<file path="src/rtl/bcd_to_binary.sv">
// Iterative reverse double-dabble: packed BCD digits plus sign -> unsigned magnitude
// and a saturated two's-complement operand for the signed multiplier.
module bcd_to_binary #(
  parameter int unsigned DIGITS = 3,
  parameter int unsigned BIN_W  = 10,
  parameter int unsigned OUT_W  = 8
) (
  input  logic                  clk,
  input  logic                  reset,
  input  logic                  valid,
  input  logic [4*DIGITS-1:0]   BCD_code,
  input  logic                  sign,
  output logic                  busy,
  output logic                  bin_ready,
  output logic [BIN_W-1:0]      magnitude,
  output logic [OUT_W-1:0]      result,
  output logic                  overflow,
  output logic                  digit_error
);

  localparam int unsigned WORK_W  = 4*DIGITS + BIN_W;
  localparam int unsigned CNT_W   = $clog2(BIN_W + 1);
  localparam int unsigned MAX_POS = (32'd1 << (OUT_W - 1)) - 32'd1;

  typedef enum logic [1:0] {IDLE, CHECK, SHIFT, DONE} state_t;

  state_t              state_q;
  logic [WORK_W-1:0]   work_q, work_d;
  logic [CNT_W-1:0]    cnt_q;
  logic                sign_q;
  logic                busy_q, bin_ready_q, overflow_q, digit_error_q;
  logic [BIN_W-1:0]    magnitude_q;
  logic [OUT_W-1:0]    result_q, result_d;
  logic                overflow_d;
  logic                digit_bad;
  logic [BIN_W-1:0]    bin;
  logic [OUT_W-1:0]    mag_lo;

  assign bin    = work_q[BIN_W-1:0];
  assign mag_lo = bin[OUT_W-1:0];

  // One reverse-dabble step: shift right, then pull every BCD nibble >= 8 back by 3.
  always_comb begin
    work_d    = work_q >> 1;
    digit_bad = 1'b0;
    for (int unsigned i = 0; i < DIGITS; i++) begin
      if (work_d[BIN_W + 4*i +: 4] >= 4'd8)
        work_d[BIN_W + 4*i +: 4] = work_d[BIN_W + 4*i +: 4] - 4'd3;
      if (work_q[BIN_W + 4*i +: 4] > 4'd9)
        digit_bad = 1'b1;
    end
  end

  // Saturating signed mapping; negation of a value <= MAX+1 is exact in OUT_W bits.
  always_comb begin
    overflow_d = 1'b0;
    result_d   = '0;
    if (!sign_q) begin
      overflow_d = 32'(bin) > MAX_POS;
      result_d   = overflow_d ? {1'b0, {(OUT_W-1){1'b1}}} : mag_lo;
    end else begin
      overflow_d = 32'(bin) > MAX_POS + 32'd1;
      result_d   = overflow_d ? {1'b1, {(OUT_W-1){1'b0}}} : '0 - mag_lo;
    end
  end

  always_ff @(posedge clk) begin
    if (reset) begin
      state_q       <= IDLE;
      work_q        <= '0;
      cnt_q         <= '0;
      sign_q        <= 1'b0;
      busy_q        <= 1'b0;
      bin_ready_q   <= 1'b0;
      magnitude_q   <= '0;
      result_q      <= '0;
      overflow_q    <= 1'b0;
      digit_error_q <= 1'b0;
    end else begin
      bin_ready_q <= 1'b0;
      case (state_q)
        IDLE: begin
          if (valid) begin
            work_q  <= {BCD_code, {BIN_W{1'b0}}};
            sign_q  <= sign;
            busy_q  <= 1'b1;
            state_q <= CHECK;
          end
        end
        CHECK: begin
          if (digit_bad) begin
            digit_error_q <= 1'b1;
            magnitude_q   <= '0;
            result_q      <= '0;
            overflow_q    <= 1'b0;
            state_q       <= DONE;
          end else begin
            digit_error_q <= 1'b0;
            cnt_q         <= '0;
            state_q       <= SHIFT;
          end
        end
        SHIFT: begin
          work_q <= work_d;
          cnt_q  <= cnt_q + 1'b1;
          if (cnt_q == CNT_W'(BIN_W - 1))
            state_q <= DONE;
        end
        DONE: begin
          if (!digit_error_q) begin
            magnitude_q <= bin;
            result_q    <= result_d;
            overflow_q  <= overflow_d;
          end
          bin_ready_q <= 1'b1;
          busy_q      <= 1'b0;
          state_q     <= IDLE;
        end
        default: state_q <= IDLE;
      endcase
    end
  end

  assign busy        = busy_q;
  assign bin_ready   = bin_ready_q;
  assign magnitude   = magnitude_q;
  assign result      = result_q;
  assign overflow    = overflow_q;
  assign digit_error = digit_error_q;

endmodule
</file>
<file path="config.mk">
export PLATFORM = sky130hd
export DESIGN_NAME = bcd_to_binary
export DESIGN_NICKNAME = d
export VERILOG_FILES = /design/src/rtl/bcd_to_binary.sv
export SDC_FILE = /design/constraint.sdc
export NUM_CORES = 1
export LEC_CHECK = 0
export CAP_MARGIN = 15
export CELL_PAD_IN_SITES_DETAIL_PLACEMENT = 1
export CELL_PAD_IN_SITES_GLOBAL_PLACEMENT = 1
export CORE_UTILIZATION = 36
export DETAILED_ROUTE_END_ITERATION = 12
export PLACE_DENSITY_LB_ADDON = 0.1
export SKIP_LAST_GASP = 1
export SLEW_MARGIN = 20
export SYNTH_ARGS = -nofsm -noshare
export SYNTH_HDL_FRONTEND = slang
export SYNTH_SLANG_ARGS = --single-unit
</file>
<file path="constraint.sdc">
create_clock -name clk -period 1.9 [get_ports clk]
set_clock_uncertainty 0.15 [all_clocks]
set_input_delay 0.285 -clock clk [delete_from_list [all_inputs] [get_ports clk]]
set_output_delay 0.285 -clock clk [all_outputs]
set_load 0.005 [all_outputs]
</file>
; ---- Word level (Yosys, flattened, before mapping)
; Cells that the tools add are included.
[word_totals]
reg_bits = 51
latchBits = 0
mem_bits_rw = 0
rom_bits = 0
in_bits = 16
elab_cells = 74
mem_count = 0
[classes]
addsub = 5
n_mul = 0
div_mod_pow = 0
order_cmp = 8
n_eq_ne = 9
shift = 0
n_mux = 31
n_bitwise = 0
reduce_logical = 11
[ops]
columns = op, n
row1 = 22-bit one-hot mux with 2 select lines, 1
row2 = 8-bit 2-to-1 mux, 5
row3 = 22-bit 2-to-1 mux, 1
row4 = 10-bit 2-to-1 mux, 2
row5 = 10-bit one-hot mux with 2 select lines, 1
row6 = 4-bit 2-to-1 mux, 4
row7 = 8-bit one-hot mux with 2 select lines, 1
row8 = 4-bit greater-than comparator (second input constant), 3
row9 = 10-bit by 7-bit greater-than comparator with 1-bit output (second input constant), 1
row10 = 10-bit by 8-bit greater-than comparator with 1-bit output (second input constant), 1
row11 = 1-bit 2-to-1 mux, 10
row12 = 2-bit inequality test (second input constant), 5
row13 = 2-bit AND reduction, 5
row14 = 4-bit >= comparator (second input constant), 2
row15 = 2-bit one-hot mux with 4 select lines, 1
row16 = 4-bit one-hot mux with 2 select lines, 1
row17 = 2-bit nonzero test, 4
row18 = 1-bit by 8-bit subtractor with 8-bit output (first input constant), 1
row19 = 4-bit by 2-bit subtractor with 4-bit output (second input constant), 2
row20 = 4-bit by 1-bit adder with 4-bit output (second input constant), 1
row21 = 2-bit equality test (second input constant), 2
row22 = 4-bit equality test (second input constant), 1
row23 = 3-bit by 4-bit >= comparator with 1-bit output (second input constant), 1
row24 = 2-bit 2-to-1 mux, 2
row25 = 5 further kinds, 6

; ---- Longest topological paths before layout
; Gate-level depths: netlist (run 1).
[depth]
word_depth = 6
mapped_depth = 8

; ---- Least setup slack after synthesis (run 1)
; OpenSTA, ideal clock, no wires.
[synth_path]
path_type = register to register
startpoint = reg work_q[1]
endpoint = reg result_q[3] (netlist: result[3])
arrival_time_ns = 1.793
required_time_ns = 1.654
path_slack_ns = -0.139
path_stages_with_launch = 8
period_less_slack_ns = 2.039
cell_sequence = dfxtp_1 clkbuf_1 inv_1 ha_1 or4b_1 o211ai_2 nand2_2 o41ai_2
[synth_between]
elab_chain_cells = 5
[synth_rtl]
columns = element, line_no
row1 = "start, declared", 28  ; logic [WORK_W-1:0] work_q, work_d;
row2 = "start signal, assigned", 84  ; work_q <= {BCD_code, {BIN_W{1'b0}}};
row3 = "start signal, assigned", 104  ; work_q <= work_d;
row4 = "1-bit by 8-bit subtractor with 8-bit output, or another cell as far along", 63  ; result_d = overflow_d ? {1'b1, {(OUT_W-1){1'b0}}} : '0 - mag_lo;
row5 = 8-bit 2-to-1 mux (on tied branches), "63, 60"
row6 = 8-bit 2-to-1 mux (*), 58  ; if (!sign_q) begin
row7 = 8-bit 2-to-1 mux (*), 110  ; if (!digit_error_q) begin
row8 = 8-bit one-hot mux with 2 select lines (*), 81  ; case (state_q)
row9 = "end signal, assigned", 112  ; result_q <= result_d;
row10 = "end, declared", 33  ; logic [OUT_W-1:0] result_q, result_d;
; Mark *: on every way between the ends. The rest lies on a longest branch, timed or not. The select of a mux whose other input is x is not followed.
; A chain may end at the register's enable or synchronous reset.

; ---- Worst setup path after layout (run 1)
[layout_path]
startpoint = reg state_q[0]
endpoint = reg state_q[0]
[layout_between]
elab_chain_cells = 3
[layout_rtl]
columns = element, line_no
row1 = "start, declared", 27  ; state_t state_q;
row2 = "start signal, assigned", 69  ; state_q <= IDLE;
row3 = "start signal, assigned", 87  ; state_q <= CHECK;
row4 = "start signal, assigned", 96  ; state_q <= DONE;
row5 = 2-bit equality test / 2-bit logical NOT (equally long branches), 81
row6 = 2-bit inequality test (no line), -
row7 = 2-bit AND reduction (no line), -
; Several ways; a longest one is shown, not always the timed one.

==> summary.txt, run 1 <==
Outcome
  – Status: completed

Logic synthesis
  – Post-synth EDFFs: 0
  – Syn nets: 339
  – Yosys warns: 0
  – Post-synthesis sequential area ratio: 39.1%
  – Yosys top cell area share: 39.1%
  – Synth Flop Type: dfxtp_1
  – Cells after Synth: 312
  – Yosys top cell by area: dfxtp_1
  – Top cells by count, synth: 51 x dfxtp_1, 35 x a21oi_1, 32 x nor2_1
  – Synth top area cells: dfxtp_1 39%, a21oi_1 6.7%, ha_1 5.3%
  – Post-synth ARST share: 0%
  – Area of the mapped netlist: 0.00261 mm²
  – Synth Area per Inst: 8.37 µm²
  – Synth cell types: 49
  – #FFs+latches synth: 51
  – Most frequent cell after synthesis: dfxtp_1

Timing
  – # setup viols final: 0
  – Achievable Freq: 527 MHz
  – Final setup TNS: 0 ps
  – Slew @ Worst Pin: 494 ps
  – Min cycle time layout: 1900 ps
  – Final Hold Vio Count: 0
  – Fin crit share: 99.9%
  – Unrepaired setup endpoints after global routing: yes
  – Worst slew margin: 66.9%
  – Fin. max-slew vios: 0

Min path
  – Class of the worst hold path: flip-flop to flip-flop
  – Hold depth: 2

Worst setup path
  – Critical path fanouts, max: 11
  – Cells along the critical path: inv_1, ha_1, buf_4, a21oi_2, o21ai_1, a221oi_1
  – Worst Setup End Kind: flip-flop
  – Slowest Stage Delay on Critical Path: 380 ps
  – Crit. Startpoint: state_q[0]
  – Worst Setup Path Type: flip-flop to flip-flop
  – Worst reg2reg path endpoint: state_q[0]
  – Register-to-Register Path Depth: 6
  – CP startpoint kind: flip-flop
  – End of the critical path: state_q[0]
  – Worst EP required: 1940 ps
  – R2R Path Start: state_q[0]
  – Critical Path AT: 1940 ps
  – Critical path's slowest cell: dfxtp_4
  – FF-to-FF setup slack: 3 ps

Pwr
  – Power density over the cells: 1170 mW/mm²
  – Total Power: 4.17 mW
  – Leakage: 1.28 nW
  – Maximum vdd drop: 0.516 mV
  – P_int: 2.58 mW
  – Switching Power: 1.59 mW
  – Clk pwr share: 21.9%
  – Combinational power share: 45.9%
  – Reg power frac: 32.2%
  – Switching share of power: 38.2%

Detailed routing
  – # DRC: 0
  – Routed WL per cell: 16.5 µm
  – Initial DRT Pass Iterations: 4
  – DR iter-0 viols: 103
  – Antenna-violating nets left: 0
  – Final WL: 7710 µm
  – Vias/cell: 5.43
  – Detailed-route via count: 2539

Cells and area
  – Share of layout cells above drive strength 1: 19.4%
  – Total Nets Final: 398
  – Post-Layout Cell Count: 468
  – Synthesis-to-layout area growth: 36.1%
  – Antenna fix cells: 0
  – Final Core Density: 51.5%

Placed design
  – Dpl hpwl: 5580 µm
  – Placed cell count: 459
  – PortBufs: 37
  – GPL Wtd Cong: 0.793

GRT
  – GRT overflow: 0
  – Met2 Track Usage GR: 40.6%
  – Vias in the first global route: 2598
  – Total GRT Usage: 21.4%
  – Largest net degree at the start of global routing: 26
  – Global routing usage on met3: 3.13%
  – Global-route wire length before repair: 12700 µm
  – Met1 Use GR: 25.1%
  – Initial antenna violation count: 0
  – Busiest grt layer: met2

Floorplanning
  – Core ar.: 0.00691 mm²
  – Io pins: 38
  – Number of core rows: 30
  – Die ar.: 0.00760 mm²
  – Initial core utilization: 37.8%
  – Die height: 87.2 µm
  – Die X: 87.2 µm

CTS
  – Clock Root Buffer: clkbuf_8
  – Clk buf depth: 2
  – Clock Pin Slew Worst Setup and Hold Paths: 100 ps
  – Cts bufs inserted: 5
  – Clk_lat worst skew: 310 ps
  – CTS H-tree lvls: 2
  – Clock sink total: 51
  – CTS Hold Bufs: 0
  – CTS tree: built

Run
  – Max-cap viol count: 0
==> power groups by stage <==
stage | Sequential [mW] | Combinational [mW] | Clock (mW)
4_1_cts | 1.32 | 1.74 | 0.930
6_report | 1.34 | 1.91 | 0.916
3_3_place_gp | 1.34 | 1.66 | 0
5_1_grt | 1.36 | 2.11 | 0.973
3_5_place_dp | 1.34 | 1.71 | 0
2_1_floorplan | 1.34 | 1.03 | 0
==> routing by layer <==
layer,wire length [µm],vias to the layer above
met1,3410,1243
li1,-,1255
met2,4080,33
met5,0,-
met4,67,0
met3,150,8
==> kinds of logic after synthesis <==
group | count (synthesis) | share of synthesized area (%)
AOI/OAI and AO/OA | 109 | 26.2
and+or+nand+nor | 88 | 18.1
DFF | 51 | 39.1
buffers and inverters | 38 | 5.94
adders and majority gates | 11 | 5.27
muxes | 9 | 3.45
xor gates and xnor gates | 6 | 2.01
==> sequential cells by signal, summed over array words and instances (netlist names), 2 cells and up <==
signal / cells
cnt_q: 4
magnitude: 10
result: 8
state_q: 2
work_q: 22
==> layout by cell type, fill, tap and decap left out, types with 3 or more instances in the layout <==
cell	instances
ha_4	3
nand3_1	4
dfxtp_2	3
nor2b_1	7
nor2_1	31
nand4_1	11
nand2_1	9
nand2b_1	4
clkbuf_8	5
a211oi_1	11
mux2i_1	8
o21ai_1	18
or3_1	4
o21ai_0	9
a21oi_1	34
inv_1	11
dfxtp_1	47
clkdlybuf4s50_1	37
or4_1	3
ha_1	7
buf_4	36
a22oi_1	10
xnor2_1	5
==> timing repair <==
action,CTS,global route
buffers inserted,0,0
pin swaps,0,4
resized for setup,6,16
gates cloned,0,1
setup endpoints to repair,11,15
==> area by class of cell <==
type / instances / area, µm²
clock buffer: 5 / 68.8
clock inverter: 3 / 67.6
fill: 823 / 3350
inverter: 15 / 58.8
multi-input combinational: 223 / 1530
sequential: 51 / 1030
tap: 96 / 120
timing repair buffer: 75 / 686
==> worst min-delay path by stage <==
stage	to	startpoint	slack [ps]
2_1_floorplan	bin_ready	reset	220
3_3_place_gp	magnitude[3]	magnitude[3]	310
3_5_place_dp	result[2]	result[2]	320
4_1_cts	magnitude[3]	magnitude[3]	330
5_1_grt	result[0]	result[0]	360
6_report	magnitude[3]	magnitude[3]	330
==> per-stage QoR <==
stage / setup WS (ps) / cell area [µm²] / hold WS, ps
4_1_cts: -18.5 / 3480 / 333
6_report: 2.76 / 3550 / 330
2_1_floorplan: -36.9 / 2650 / 217
3_5_place_dp: -19.8 / 3320 / 320
5_1_grt: -76.8 / 3550 / 361
3_3_place_gp: 3.30 / 3320 / 314
==> worst max-delay path, delay by kind of cell (launching register included) <==
family	cells	cell delay [ps]
buffers and inverters	2	320
adder cells (fa/ha/maj)	1	270
flip-flops	1	380
AO/OA/AOI/OAI	3	650
Note: power is estimated with default switching activity, not from simulation.
==> inputs of run 2 (changes only) <==
- SLEW_MARGIN: 20 -> 30
==> results of run 2 <==
The final DEF is identical to that of run 1; final timing and power are the same.
==> inputs of run 3 (changes only) <==
- CELL_PAD_IN_SITES_DETAIL_PLACEMENT: 1 -> 0
- CORE_ASPECT_RATIO: default -> 1.4
- GPL_TIMING_DRIVEN: default -> 0
==> summary.txt, run 3 (synthesis gave the netlist of run 1 again) <==
CTS
  – Clock sink total: 51
  – Clock Root Buffer: clkbuf_8
  – CTS Hold Bufs: 0
  – CTS tree: built
  – Clk_lat worst skew: 310 ps
  – Cts bufs inserted: 5
  – Clock Pin Slew Worst Setup and Hold Paths: 100 ps
  – Clk buf depth: 2
  – CTS H-tree lvls: 2

GRT
  – Vias in the first global route: 2361
  – Met1 Use GR: 24.4%
  – Initial antenna violation count: 0
  – Busiest grt layer: met2
  – Global-route wire length before repair: 11900 µm
  – GRT overflow: 0
  – Met2 Track Usage GR: 37.6%
  – Largest net degree at the start of global routing: 16
  – Total GRT Usage: 20.5%
  – Global routing usage on met3: 2.54%

Placed design
  – Placed cell count: 444
  – Dpl hpwl: 5170 µm
  – Post-place setup slack: -365 ps
  – PortBufs: 37
  – GPL Wtd Cong: 0.804

Detailed routing
  – Detailed-route via count: 2534
  – DR iter-0 viols: 152
  – # DRC: 0
  – Antenna-violating nets left: 0
  – Vias/cell: 5.51
  – Initial DRT Pass Iterations: 4
  – Routed WL per cell: 15.9 µm
  – Final WL: 7290 µm

Pwr
  – Power density over the cells: 1090 mW/mm²
  – Leakage: 1.23 nW
  – Maximum vdd drop: 0.520 mV
  – Total Power: 3.86 mW

Min path
  – Class of the worst hold path: flip-flop to flip-flop

Cells and area
  – Total Nets Final: 391
  – Post-Layout Cell Count: 460
  – Antenna fix cells: 0
  – Commonest non-fill, non-tap cell in the layout: dfxtp_1
  – Commonest cells after routing, fill and taps aside: 42 x dfxtp_1, 37 x clkdlybuf4s50_1, 33 x a21oi_1
  – Largest register FFs: 22
  – Largest reg by FF count: work_q
  – Share of layout cells above drive strength 1: 21.1%
  – Synthesis-to-layout area growth: 35.4%

Timing
  – Fin. max-slew vios: 0
  – Final worst setup slack: 27.5 ps
  – Fin crit share: 98.6%
  – Unrepaired setup endpoints after global routing: yes
  – # setup viols final: 0
  – Achievable Freq: 534 MHz
  – Worst slew margin: 61.0%
  – Slew @ Worst Pin: 583 ps
  – Final Hold Vio Count: 0
  – Min cycle time layout: 1870 ps

Worst setup path
  – Critical path fanouts, max: 5
  – FF-to-FF setup slack: 30 ps
  – Critical path buffer and inverter count: 3
  – Slowest Stage Delay on Critical Path: 520 ps
  – CP startpoint kind: flip-flop
  – Worst EP required: 2000 ps
  – Worst Setup Path Type: flip-flop to flip-flop
  – Worst Setup End Kind: flip-flop
  – Cells along the critical path: inv_4, ha_4, inv_2, o21a_1, clkbuf_8, or4_4, a21oi_2
  – Critical path's slowest cell: or4_4
  – CP top delay family: simple AND/OR/NAND/NOR gates
  – Critical Path AT: 1970 ps

Floorplanning
  – Io pins: 38
  – Die X: 74.0 µm
  – Initial core utilization: 37.4%
  – Core ar.: 0.00698 mm²
  – Number of core rows: 36
  – Die ar.: 0.00761 mm²
  – Die height: 103 µm

Outcome
  – Status: completed

Run
  – Max-cap viol count: 0
-- run 3: changes by cell type in the layout (fill, tap and decap cells not counted), moves of 3 or more --
cell      change
clkbuf_2      +7
clkbuf_8      +3
buf_4        -23
clkbuf_1      +3
dfxtp_4       +3
dfxtp_1       -5
buf_6         +5
-- run 3: power by group --
part | internal [mW] | leakage, nW | switching, mW | total (mW)
clock network | 0.332 | 0.0505 | 0.372 | 0.704
registers | 1.22 | 0.419 | 0.198 | 1.42
logic | 0.734 | 0.758 | 1.01 | 1.74
total | 2.29 | 1.23 | 1.58 | 3.86
-- run 3: repair_timing --
| action | CTS | global route |
|---|---|---|
| setup buffers | 6 | 7 |
| gates resized for setup | 41 | 34 |
| pin swaps | 9 | 10 |
| setup endpoints to repair | 47 | 41 |
-- run 3: layout make-up --
type,count,area [µm²]
buffer,18,123
clock buffer,7,96.3
clock inverter,1,7.51
fill,701,3440
inverter,15,65.1
multi-input combinational,223,1610
sequential,51,1040
tap,95,119
timing repair buffer,50,472
-- run 3: through the flow --
| stage | cell area [µm²] | hold WS (ps) | TNS (ps) | utilization (%) |
|---|---|---|---|---|
| floorplan | 2650 | 217 | -36.9 | - |
| global placement | 3140 | 313 | -15070 | 44.9 |
| detailed placement | 3140 | 317 | -14430 | 44.9 |
| CTS | 3420 | 328 | -12.5 | 49.1 |
| global route | 3540 | 345 | -125 | 50.7 |
| finish | 3540 | 330 | 0 | 50.7 |
-- run 3: per-layer routing --
metal | wire length [µm] | part of all wire (%) | vias to the layer above
li1 | - | - | 1240
met1 | 3060 | 42 | 1216
met2 | 3880 | 53 | 67
met3 | 227 | 3.1 | 11
met4 | 116 | 1.6 | 0
met5 | 0 | 0 | -
-- run 3: final timing paths --
check	from	end	cells past startpoint
max	state_q[1]	result[7]	7
min	result[6]	result[6]	2
max reg2reg	state_q[1]	result[7]	7
min reg2reg	result[6]	result[6]	2
-- run 3: worst min-delay path, delay by kind of cell (launching register included) --
kind	cells	cell delay, ps
compound gates	2	120
flops	1	320
